[src/rtl/host_word_ctrl.sv]
// host_word_ctrl: host-side front end for the hangman game core.
// Turns the received ASCII byte stream into a 5-letter secret word with a
// start pulse during setup, then into paced, de-duplicated guess strobes
// during play.
module host_word_ctrl #(
  parameter int unsigned HOLD_CYC = 8
) (
  input  logic        clk,
  input  logic        nRst,
  input  logic [7:0]  rx_data,
  input  logic        rx_valid,
  input  logic        confirm,
  input  logic        game_rdy,
  input  logic        win,
  input  logic        lose,
  output logic [39:0] setWord,
  output logic        toggle_state,
  output logic [7:0]  guess,
  output logic        enable,
  output logic [2:0]  letter_cnt,
  output logic [4:0]  used_cnt,
  output logic        invalid,
  output logic        dup,
  output logic [1:0]  phase
);

  typedef enum logic [1:0] {
    S_ENTRY = 2'd0,
    S_PLAY  = 2'd1,
    S_HOLD  = 2'd2,
    S_END   = 2'd3
  } phase_e;

  localparam logic [7:0] HOLD_LOAD = 8'(HOLD_CYC);
  localparam logic [7:0] BKSP      = 8'h08;

  phase_e      state_q, state_d;
  logic [39:0] word_q, word_d;
  logic [2:0]  cnt_q, cnt_d;
  logic [7:0]  guess_q, guess_d;
  logic [25:0] mask_q, mask_d;
  logic [4:0]  used_q, used_d;
  logic [7:0]  hold_q, hold_d;
  logic        toggle_q, toggle_d;
  logic        enable_q, enable_d;
  logic        invalid_q, invalid_d;
  logic        dup_q, dup_d;

  logic [7:0]  rx_up;
  logic [7:0]  rx_off;
  logic [4:0]  rx_idx;
  logic        rx_is_letter;

  // Fold lowercase onto uppercase; everything else passes through untouched.
  function automatic logic [7:0] to_upper(input logic [7:0] b);
    if (b >= 8'h61 && b <= 8'h7A) begin
      return b - 8'h20;
    end
    return b;
  endfunction

  function automatic logic is_letter(input logic [7:0] u);
    return (u >= 8'h41) && (u <= 8'h5A);
  endfunction

  assign rx_up        = to_upper(rx_data);
  assign rx_is_letter = is_letter(rx_up);
  assign rx_off       = rx_up - 8'h41;
  assign rx_idx       = rx_off[4:0];

  // State and datapath registers; reset clears the whole game context.
  always_ff @(posedge clk or negedge nRst) begin
    if (!nRst) begin
      state_q   <= S_ENTRY;
      word_q    <= '0;
      cnt_q     <= '0;
      guess_q   <= '0;
      mask_q    <= '0;
      used_q    <= '0;
      hold_q    <= '0;
      toggle_q  <= 1'b0;
      enable_q  <= 1'b0;
      invalid_q <= 1'b0;
      dup_q     <= 1'b0;
    end else begin
      state_q   <= state_d;
      word_q    <= word_d;
      cnt_q     <= cnt_d;
      guess_q   <= guess_d;
      mask_q    <= mask_d;
      used_q    <= used_d;
      hold_q    <= hold_d;
      toggle_q  <= toggle_d;
      enable_q  <= enable_d;
      invalid_q <= invalid_d;
      dup_q     <= dup_d;
    end
  end

  // Next-state and pulse decode; pulses default low so each lasts one cycle.
  always_comb begin
    state_d   = state_q;
    word_d    = word_q;
    cnt_d     = cnt_q;
    guess_d   = guess_q;
    mask_d    = mask_q;
    used_d    = used_q;
    hold_d    = hold_q;
    toggle_d  = 1'b0;
    enable_d  = 1'b0;
    invalid_d = 1'b0;
    dup_d     = 1'b0;

    case (state_q)
      S_ENTRY: begin
        // confirm wins over a same-cycle byte, which is discarded
        if (confirm) begin
          if (cnt_q == 3'd5) begin
            toggle_d = 1'b1;
            state_d  = S_PLAY;
          end else begin
            invalid_d = 1'b1;
          end
        end else if (rx_valid) begin
          if (rx_is_letter) begin
            if (cnt_q < 3'd5) begin
              word_d = {word_q[31:0], rx_up};
              cnt_d  = cnt_q + 3'd1;
            end else begin
              invalid_d = 1'b1;
            end
          end else if (rx_data == BKSP) begin
            if (cnt_q != 3'd0) begin
              word_d = {8'h00, word_q[39:8]};
              cnt_d  = cnt_q - 3'd1;
            end
          end else begin
            invalid_d = 1'b1;
          end
        end
      end

      S_PLAY: begin
        // game outcome pre-empts any letter arriving in the same cycle
        if (win || lose) begin
          state_d = S_END;
        end else if (rx_valid) begin
          if (!rx_is_letter) begin
            invalid_d = 1'b1;
          end else if (mask_q[rx_idx]) begin
            dup_d = 1'b1;
          end else if (!game_rdy) begin
            invalid_d = 1'b1;
          end else begin
            guess_d  = rx_up;
            enable_d = 1'b1;
            mask_d   = mask_q | (26'd1 << rx_idx);
            used_d   = used_q + 5'd1;
            hold_d   = HOLD_LOAD;
            state_d  = S_HOLD;
          end
        end
      end

      S_HOLD: begin
        // the enable cycle is the first HOLD cycle, so leave on the count of 1
        if (win || lose) begin
          state_d = S_END;
        end else if (hold_q <= 8'd1) begin
          state_d = S_PLAY;
        end else begin
          hold_d = hold_q - 8'd1;
        end
      end

      S_END: begin
        if (confirm) begin
          word_d  = '0;
          cnt_d   = '0;
          guess_d = '0;
          mask_d  = '0;
          used_d  = '0;
          state_d = S_ENTRY;
        end
      end

      default: begin
        state_d = S_ENTRY;
      end
    endcase
  end

  assign setWord      = word_q;
  assign toggle_state = toggle_q;
  assign guess        = guess_q;
  assign enable       = enable_q;
  assign letter_cnt   = cnt_q;
  assign used_cnt     = used_q;
  assign invalid      = invalid_q;
  assign dup          = dup_q;
  assign phase        = state_q;

endmodule

[config.mk]
export PLATFORM = sky130hd
export DESIGN_NAME = host_word_ctrl
export DESIGN_NICKNAME = d
export VERILOG_FILES = /design/src/rtl/host_word_ctrl.sv
export SDC_FILE = /design/constraint.sdc
export NUM_CORES = 1
export LEC_CHECK = 0
export CAP_MARGIN = 25
export CORE_ASPECT_RATIO = 1.1
export CORE_MARGIN = 3
export CORE_UTILIZATION = 54
export CTS_BUF_LIST = sky130_fd_sc_hd__clkbuf_16
export DETAILED_ROUTE_END_ITERATION = 10
export PLACE_DENSITY = 0.88
export RECOVER_POWER = 100
export SLEW_MARGIN = 30
export SYNTH_ARGS = -nofsm -noshare
export SYNTH_HDL_FRONTEND = slang
export SYNTH_SLANG_ARGS = --single-unit
[constraint.sdc]
create_clock -name clk -period 3.3 [get_ports clk]
set_clock_uncertainty 0.1 [all_clocks]
set_input_delay 0.825 -clock clk [delete_from_list [all_inputs] [get_ports clk]]
set_output_delay 0.825 -clock clk [all_outputs]
set_load 0.01 [all_outputs]
After elaboration in Yosys (flattened, before gate mapping)

Cells that the tools add are included.

Bitwise gates (word level): 1
Shifts and indexed selects: 1
Divide/modulo/power cells: 0
Add/sub/neg operators: 6
Reduce and logical (&&, ||, !) cells: 12
Eq/ne operators: 25
Multipliers: 0
Multiplexer cells: 87
Magnitude comparators: 7

Operators by type and width:

| kind                   | number |
|---|---|
| $mux W40               | 7 |
| $mux W26               | 6 |
| $mux W8                | 15 |
| $pmux W40 S2           | 1 |
| $pmux W26 S2           | 1 |
| $pmux W8 S2            | 2 |
| $mux W5                | 6 |
| $mux W1                | 27 |
| $or A26 B26 Y26        | 1 |
| $shl A1 B5 Y26 const A | 1 |
| $ne A2 B2 Y1 const B   | 12 |
| $ne A3 B3 Y1 const B   | 8 |
| $mux W3                | 7 |
| $mux W2                | 10 |
| $ge A8 B7 Y1 const B   | 2 |
| $le A8 B7 Y1 const B   | 2 |
| $reduce_and A8 Y1      | 2 |
| $reduce_and A7 Y1      | 2 |
| $pmux W5 S2            | 1 |
| $eq A8 B4 Y1 const B   | 1 |
| $le A8 B1 Y1 const B   | 1 |
| $pmux W2 S4            | 1 |
| $sub A8 B1 Y8 const B  | 1 |
| $sub A8 B6 Y8 const B  | 1 |
| other kinds (17)       | 21 |

Word-level logic and storage cells: 150
Output and inout port bits: 62
Bits in writable memories: 0
Memory bits (read-only): 0
Latch bits: 0
Bits of input ports: 15
Register bits: 96
Memories: 0

Depth between registers and ports, before layout

Gate-level depths: netlist of run 1.

Word-level depth: 13
Depth in mapped cells: 15

Worst setup path before layout of run 1

Ideal clock, no wire load.

Path type: in2reg
From: in rx_data[0]
To: reg hold_q[0]
Path buffers: 3
Data required time: 3.072 ns
Setup slack: -0.034 ns
Arrival: 3.106 ns
Stages: 14
Cells stage by stage: buf_6 > buf_6 > inv_1 > ha_1 > clkbuf_8 > mux4_1 > and3_1 > a311oi_2 > o21ai_1 > nand2_1 > nand2b_1 > inv_2 > nand2b_1 > mux2_1

Longest elaborated chain between the ends: 9
Elaborated cells between the ends (all ways): 16
Classes of those cells: add/sub (2); order compare (4); eq/ne (2); mux (5); reduce/logical (3)

Ends and longest elaborated chain:

| item                                         | RTL line | text |
|---|---|---|
| start, declared                              | 10       | `input logic [7:0] rx_data,` |
| $ge A8 B7 Y1 or $le A8 B7 Y1 (tied branches) | 56       | `if (b >= 8'h61 && b <= 8'h7A) begin` |
| $logic_and A1 B1 Y1                          | 56       |  |
| $mux W1                                      | 56       |  |
| $mux W8 (*)                                  | 59       | `return b;` |
| $sub A5 B1 Y5                                | 68       | `assign rx_off = rx_up - 8'h41;` |
| $bmux W1 S5                                  | 150      | `end else if (mask_q[rx_idx]) begin` |
| $mux W1 (not written as such)                | 150      |  |
| $ne A2 B2 Y1 (no line)                       | --       |  |
| $reduce_and A8 Y1 (no line) (*)              | --       |  |
| end signal, assigned                         | 92       | `hold_q <= hold_d;` |
| end, declared                                | 43       | `logic [7:0] hold_q, hold_d;` |

Mark *: on every way between the ends. The rest lies on a longest branch, timed or not. The select of a mux whose other input is x is not followed.
A chain may end at the register's enable or synchronous reset.

Worst setup path in the final report of run 1

From: in rx_data[1]
To: reg mask_q[17]

Longest elaborated chain between the ends: 13
Elaborated cells between the ends (all ways): 24
Classes of those cells: add/sub (2); order compare (4); eq/ne (2); shift (1); mux (11); bitwise (1); reduce/logical (3)

Ends and longest elaborated chain:

| item                                                                  | RTL line | text |
|---|---|---|
| $ge A8 B7 Y1 or $le A8 B7 Y1 (tied branches)                          | 56       |  |
| $logic_and A1 B1 Y1                                                   | 56       |  |
| $mux W1                                                               | 56       |  |
| $mux W8 (*)                                                           | 59       |  |
| parallel branches: the longest is 9 deep, another holds $sub A5 B1 Y5 | --       |  |
| end signal, assigned                                                  | 90       | `mask_q <= mask_d;` |
| end, declared                                                         | 41       | `logic [25:0] mask_q, mask_d;` |

Mark *: on every way between the ends. The select of a mux whose other input is x is not followed.

==> flow_metrics.tcl, run 1 <==
set metrics [dict create \
    synthTopCellsByArea "dfrtp_1 (48%), mux2i_1 (6.3%), nand2_1 (6.3%), o31ai_1 (4.3%), a32o_1 (3.6%)" \
    min_period_ns 3.203 \
    synthFlopType "dfrtp_1" \
    endpoint_kind "flip-flop" \
    maxCapViolCount 1 \
    relSlewSlack -0.5657 \
    drt_wl_total_mm 13.25 \
    detail_route.wl_per_cell_um 18.69 \
    route.detailed.drc 0 \
    grt.busiest_layer "met2" \
    synth_edf_count 0 \
    critPathArrivalTime_ns 3.37 \
    ios 77 \
    core-area_um2 8964 \
    vdd_ir_drop_max_mv 0.4032 \
    clock-root-buffer "clkbuf_16" \
    finalWorstSetupSlack_ns 0.09710 \
    grt_use_met3 0.06351 \
    utilization 0.7330 \
    ys_types 59 \
    power_density_nw_per_um2 503.0 \
    gp_congestion 0.8885 \
    grt_pass1_vias 4389 \
    first_pass_iters 6 \
    setup_viol 0 \
    cts_num_sinks 96 \
    routed_via_density 6.106 \
    cp_max_fo 8 \
    htree_levels 3 \
    outcome "finished with violations" \
    grt_max_degree 46 \
    cp.required_ns 3.46 \
    clkLatencyLatePin_ns 0.34 \
    start_kind "input port" \
    violations "max-capacitance violations, max-slew violations" \
    grt_setup_unrepaired "no" \
    drtAntennaViolNets 0 \
    fmax_ghz 0.3122 \
    use_met1 0.3155 \
    diodes 0 \
    vias 4329 \
    hp-class "reg2reg" \
    period_share 0.9706 \
    drtIter0Drc 274 \
    dpl.hpwl_mm 9.193 \
    holdBufCountCts 0 \
    grt_pass1_wl_mm 21.65 \
    tightest_slew_ns 2.349 \
    synthDominantCellAreaShare 0.4762 \
    cts.clk_slew.worst_paths_ns 0.07 \
    cts_tree "yes" \
    rrSetupSlack_ns 0.84 \
    grt_use_met2 0.4339 \
    yosysSeqAreaShare 0.4762 \
    clockBufferDepth 2 \
    dieArea_um2 10540 \
    antenna_found_initial 0 \
    syn-num-nets 508 \
    maxSlewViolCount 44 \
    portBuffers 76 \
    ys_warn_count 0 \
    p_leak_nw 3.010 \
    syn-instance-count 483 \
    synth-seq-cells 96 \
    grt_usage 0.2536 \
    syn_area_per_cell_um2 10.44 \
    worstSetupPathType "in2reg" \
    hold_viol 0 \
    synth_area_um2 5045 \
    grt-ovfl-total 0 \
    start_util 0.5628 \
    row_count 36 \
    synthArstFlopShare 1.000 \
    final_layout_size_suffix_gt1_frac 0.1748 \
    fp.dieW_um 98.16 \
    num-nets-final 615 \
    numCtsBuffers 9 \
    die_h_um 107.4 \
    area_growth_pct 30.23 \
    place_ws_ns -0.3764 \
    yosys.area.top_type "dfrtp_1" \
]
## final timing paths
check	startpoint	endpoint	cells after the start
max	rx_data[1]	mask_q[17]$_DFFE_PN0P_	12
min	guess[6]$_DFFE_PN0P_	guess[6]$_DFFE_PN0P_	2
max reg2reg	mask_q[16]$_DFFE_PN0P_	mask_q[17]$_DFFE_PN0P_	9
min reg2reg	guess[6]$_DFFE_PN0P_	guess[6]$_DFFE_PN0P_	2
max in group asynchronous	nRst	mask_q[12]$_DFFE_PN0P_	2
min in group asynchronous	nRst	mask_q[8]$_DFFE_PN0P_	1
## per-stage QoR
| stage | hold slack, ns | TNS [ns] | total power, mW | instance area (µm²) | instances |
|---|---|---|---|---|---|
| floorplan | 0.3544 | -0.03845 | 1.929 | 5086 | 483 |
| finish | 0.3849 | 0 | 3.305 | 6570 | 709 |
| detailed placement | 0.3821 | -19.40 | 2.276 | 6196 | 691 |
| global placement | 0.3593 | -11.03 | 2.224 | 6196 | 691 |
| global route | 0.4273 | 0 | 3.452 | 6570 | 709 |
| CTS | 0.3828 | 0 | 3.313 | 6499 | 707 |
## metal layers
metal | routed length [µm] | vias up
met1 | 5258 | 2183
met4 | 259 | 0
met2 | 6850 | 161
met5 | 0 | -
met3 | 883 | 24
li1 | - | 1961
## flip-flops by register name (all words and copies together), names as in the netlist
register      cells
phase             2
guess             8
letter_cnt        3
toggle_state      1
dup               1
used_cnt          5
invalid           1
enable            1
setWord          40
mask_q           26
hold_q            8
## synthesized netlist by cell type, drive strengths merged (3+ instances only)
library cell and n:
a21oi 6, a22o 3, a31oi 9, a32o 18, and3 13, buf 18, clkbuf 19, dfrtp 96
ha 9, inv 10, mux2i 32, mux4 6, nand2 85, nand2b 7, nand3 5, nor2 30
nor2b 4, nor3 6, nor4 3, o21ai 33, o31ai 31, xnor2 7, xor2 4
## power by group
part           total [mW]  internal (mW)  switching (mW)
logic               0.879          0.339           0.539
clock network        1.05          0.590           0.456
registers            1.38           1.26           0.115
## critical path, cell delays in order
cell and delay [ns]:
clkdlybuf4s50_1 0.49, inv_2 0.07, ha_4 0.27, mux4_2 0.28, and3_4 0.20, a311oi_4 0.31, buf_4 0.17, o21ai_2 0.06
a2111oi_4 0.30, buf_6 0.18, a31oi_1 0.09, nor2_1 0.12
## placed cells by master (no fill, tap or decap), types with 2 or more instances in the layout
cell,instances
xor2_1,4
clkbuf_1,2
dfrtp_1,96
inv_1,9
clkdlybuf4s50_1,11
a21oi_1,6
o21ai_2,2
mux2_4,2
mux2i_1,31
nor4_1,3
buf_6,3
nor2_1,30
nor2b_1,4
nand2b_1,6
clkbuf_16,9
nand2_1,84
buf_12,3
clkbuf_2,3
o31ai_1,29
clkinv_4,2
ha_1,7
a22o_1,3
nand4_1,2
o21ai_1,5
nand3_1,4
a32o_1,18
and3_2,2
dlygate4sd3_1,63
nor3b_1,2
buf_4,47
o21ai_0,26
inv_2,2
a31oi_1,8
mux4_1,2
and3_1,10
nor3_1,5
xnor2_2,2
xnor2_1,5
mux4_2,4
## area by class of cell
class	count	area (µm²)
fill	582	2394
clock buffer	9	225.2
sequential	96	2402
clock inverter	7	73.82
inverter	10	42.54
multi-input combinational	340	2461
tap	114	142.6
timing repair buffer	133	1222
## logic make-up after synthesis
kind of cell             Yosys count  synth area share
XOR/XNOR                          11           0.02059
AO/OA/AOI/OAI                    111            0.1704
multiplexers                      40           0.09697
AND/OR/NAND/NOR                  168            0.1545
buffers and inverters             47           0.05506
flip-flops                        96            0.4762
adder cells (fa/ha/maj)           10           0.02629
## timing repair
action,in CTS,in global routing
resized for setup,1,16
pin swaps,2,8
buffers inserted,0,2
setup endpoints to repair,4,68
No activity file was read; power rests on OpenSTA's default activity.
==> run 2, diff against run 1 <==
Settings changed: SKIP_LAST_GASP set to 1.
==> results of run 2 <==
No change in the layout: final DEF, timing and power equal those of run 1.
==> run 3, diff against run 2 <==
Settings changed: CORE_MARGIN 3 to 10.
==> flow_metrics.tcl, run 3 (synthesis results as in run 1) <==
set metrics [dict create \
    r2r_cells 6 \
    min_period_ns 3.196 \
    row_count 36 \
    fin_tns_setup_ns 0 \
    utilization 0.7142 \
    diodes 0 \
    detail_route.wl_per_cell_um 18.81 \
    period_share 0.9685 \
    largest_register_ffs 40 \
    finalWorstSetupSlack_ns 0.1040 \
    r2r-start "phase[0]$_DFFE_PN0P_" \
    holdPathEnd "guess[6]$_DFFE_PN0P_" \
    critPathArrivalTime_ns 3.36 \
    num-nets-final 610 \
    vias 4142 \
    start_kind "input port" \
    grt_setup_unrepaired "yes" \
    clkLatencyLatePin_ns 0.34 \
    cp.required_ns 3.46 \
    setup_viol 0 \
    cp_max_fo 8 \
    first_pass_iters 5 \
    place_ws_ns -0.4494 \
    fp.dieW_um 112.2 \
    endpoint_kind "flip-flop" \
    route.detailed.drc 0 \
    register_area_um2 2402 \
    dpl.hpwl_mm 9.470 \
    ios 77 \
    dieArea_um2 13610 \
    power_mw 3.176 \
    max_stage_delay_ns 0.49 \
    maxCapViolCount 0 \
    outcome "finished, final reports clean" \
    routed_via_density 5.909 \
    grt_usage 0.1974 \
    cts.clk_slew.worst_paths_ns 0.06 \
    fmax_ghz 0.3129 \
    relSlewSlack 0.1930 \
    cts_tree "yes" \
    grt_max_degree 51 \
    hp-class "reg2reg" \
    holdBufCountCts 0 \
    worstSetupPathType "in2reg" \
    power_density_nw_per_um2 493.7 \
    grt_pass1_wl_mm 22.26 \
    drtIter0Drc 290 \
    crit_family "buffers and inverters" \
    antenna_found_initial 0 \
    portBuffers 76 \
    hold_viol 0 \
    tightest_slew_ns 1.210 \
    crit_chain "clkdlybuf4s50_1 > inv_2 > ha_4 > mux4_2 > and3_4 > a311oi_2 > buf_4 > o21ai_2 > a2111oi_4 > buf_6 > a31oi_1 > nor2_1" \
    grt-ovfl-total 0 \
    clock-root-buffer "clkbuf_16" \
    r2r_end "setWord[10]$_DFFE_PN0P_" \
    layout_common_cells "dfrtp_1 (96), nand2_1 (85), dlygate4sd3_1 (61)" \
    hp-start "guess[6]$_DFFE_PN0P_" \
    multi_input_area_um2 2416 \
    start_util 0.5600 \
    htree_levels 3 \
    final_layout_size_suffix_gt1_frac 0.1618 \
    gp_congestion 0.8976 \
    fillers 641 \
    die_h_um 121.4 \
    min_delay_path_depth 2 \
    critPathBufInv 4 \
    vdd_ir_drop_max_mv 0.2806 \
    cts_num_sinks 96 \
    maxSlewViolCount 0 \
    grt_pass1_vias 4325 \
    numCtsBuffers 9 \
    cpMaxStageDelayCell "clkdlybuf4s50_1" \
    area_growth_pct 27.53 \
    p_leak_nw 2.960 \
    drt_wl_total_mm 13.19 \
    final_common_cell "dfrtp_1" \
    clockBufferDepth 2 \
    rrSetupSlack_ns 0.86 \
    drtAntennaViolNets 0 \
    core-area_um2 9009 \
]
-- run 3: changes by cell type in the layout (fill, tap and decap cells not counted), sizes merged, moves of 2 or more --
cell,before,now
buf,53,51
clkbuf,14,11
clkdlybuf4s50,11,13
dlygate4sd3,63,61
-- run 3: cell type report --
class                   instances  area share
flip-flops and latches         96      0.3734
well taps                     114     0.02217
inverters                      10    0.006612
clock inverters                 4    0.002723
multi-input cells             340      0.3755
clock buffers                   9     0.03501
repair buffers                128      0.1846
-- run 3: timing repair --
action / in CTS / in global routing
setup endpoints to repair: 20 / 37
resized for setup: 1 / 8
pin swaps: 0 / 3
buffers inserted: 0 / 0
-- run 3: layer usage --
layer / global-route usage / routed length [µm]
met1: 0.2317 / 5455
met2: 0.3286 / 6482
met3: 0.05836 / 925
met4: 0.08571 / 323
met5: 0 / 0
-- run 3: worst max-delay path by stage --
stage,start,cells past startpoint,slack [ns],to
floorplan,rx_data[0],14,-0.02,hold_q[0]$_DFFE_PN0P_
global placement,rx_data[0],12,-0.35,mask_q[18]$_DFFE_PN0P_
detailed placement,rx_data[0],13,-0.45,used_cnt[4]$_DFFE_PN0P_
CTS,rx_data[1],13,0.03,used_cnt[4]$_DFFE_PN0P_
global route,rx_data[5],13,-0.05,letter_cnt[2]$_DFFE_PN0P_
finish,rx_data[1],12,0.10,mask_q[16]$_DFFE_PN0P_
-- run 3: power breakdown --
group          total (mW)  switching, mW  internal, mW
Combinational       0.886          0.540         0.346
Sequential           1.38          0.114          1.27
Clock               0.911          0.421         0.490
Total                3.18           1.07          2.10
-- run 3: worst register-to-register path, stage by stage (launching register included) --
cell	delay [ns]
dfrtp_1	0.55
and2_1	0.19
buf_4	0.36
nand2_1	0.36
and2_2	0.33
buf_12	0.18
o31ai_1	0.27
-- run 3: stage by stage --
stage | hold slack (ns) | cells | area [µm²]
floorplan | 0.3544 | 483 | 5086
global placement | 0.3572 | 688 | 6186
detailed placement | 0.3712 | 688 | 6186
CTS | 0.3865 | 701 | 6427
global route | 0.3981 | 701 | 6434
finish | 0.3757 | 701 | 6434
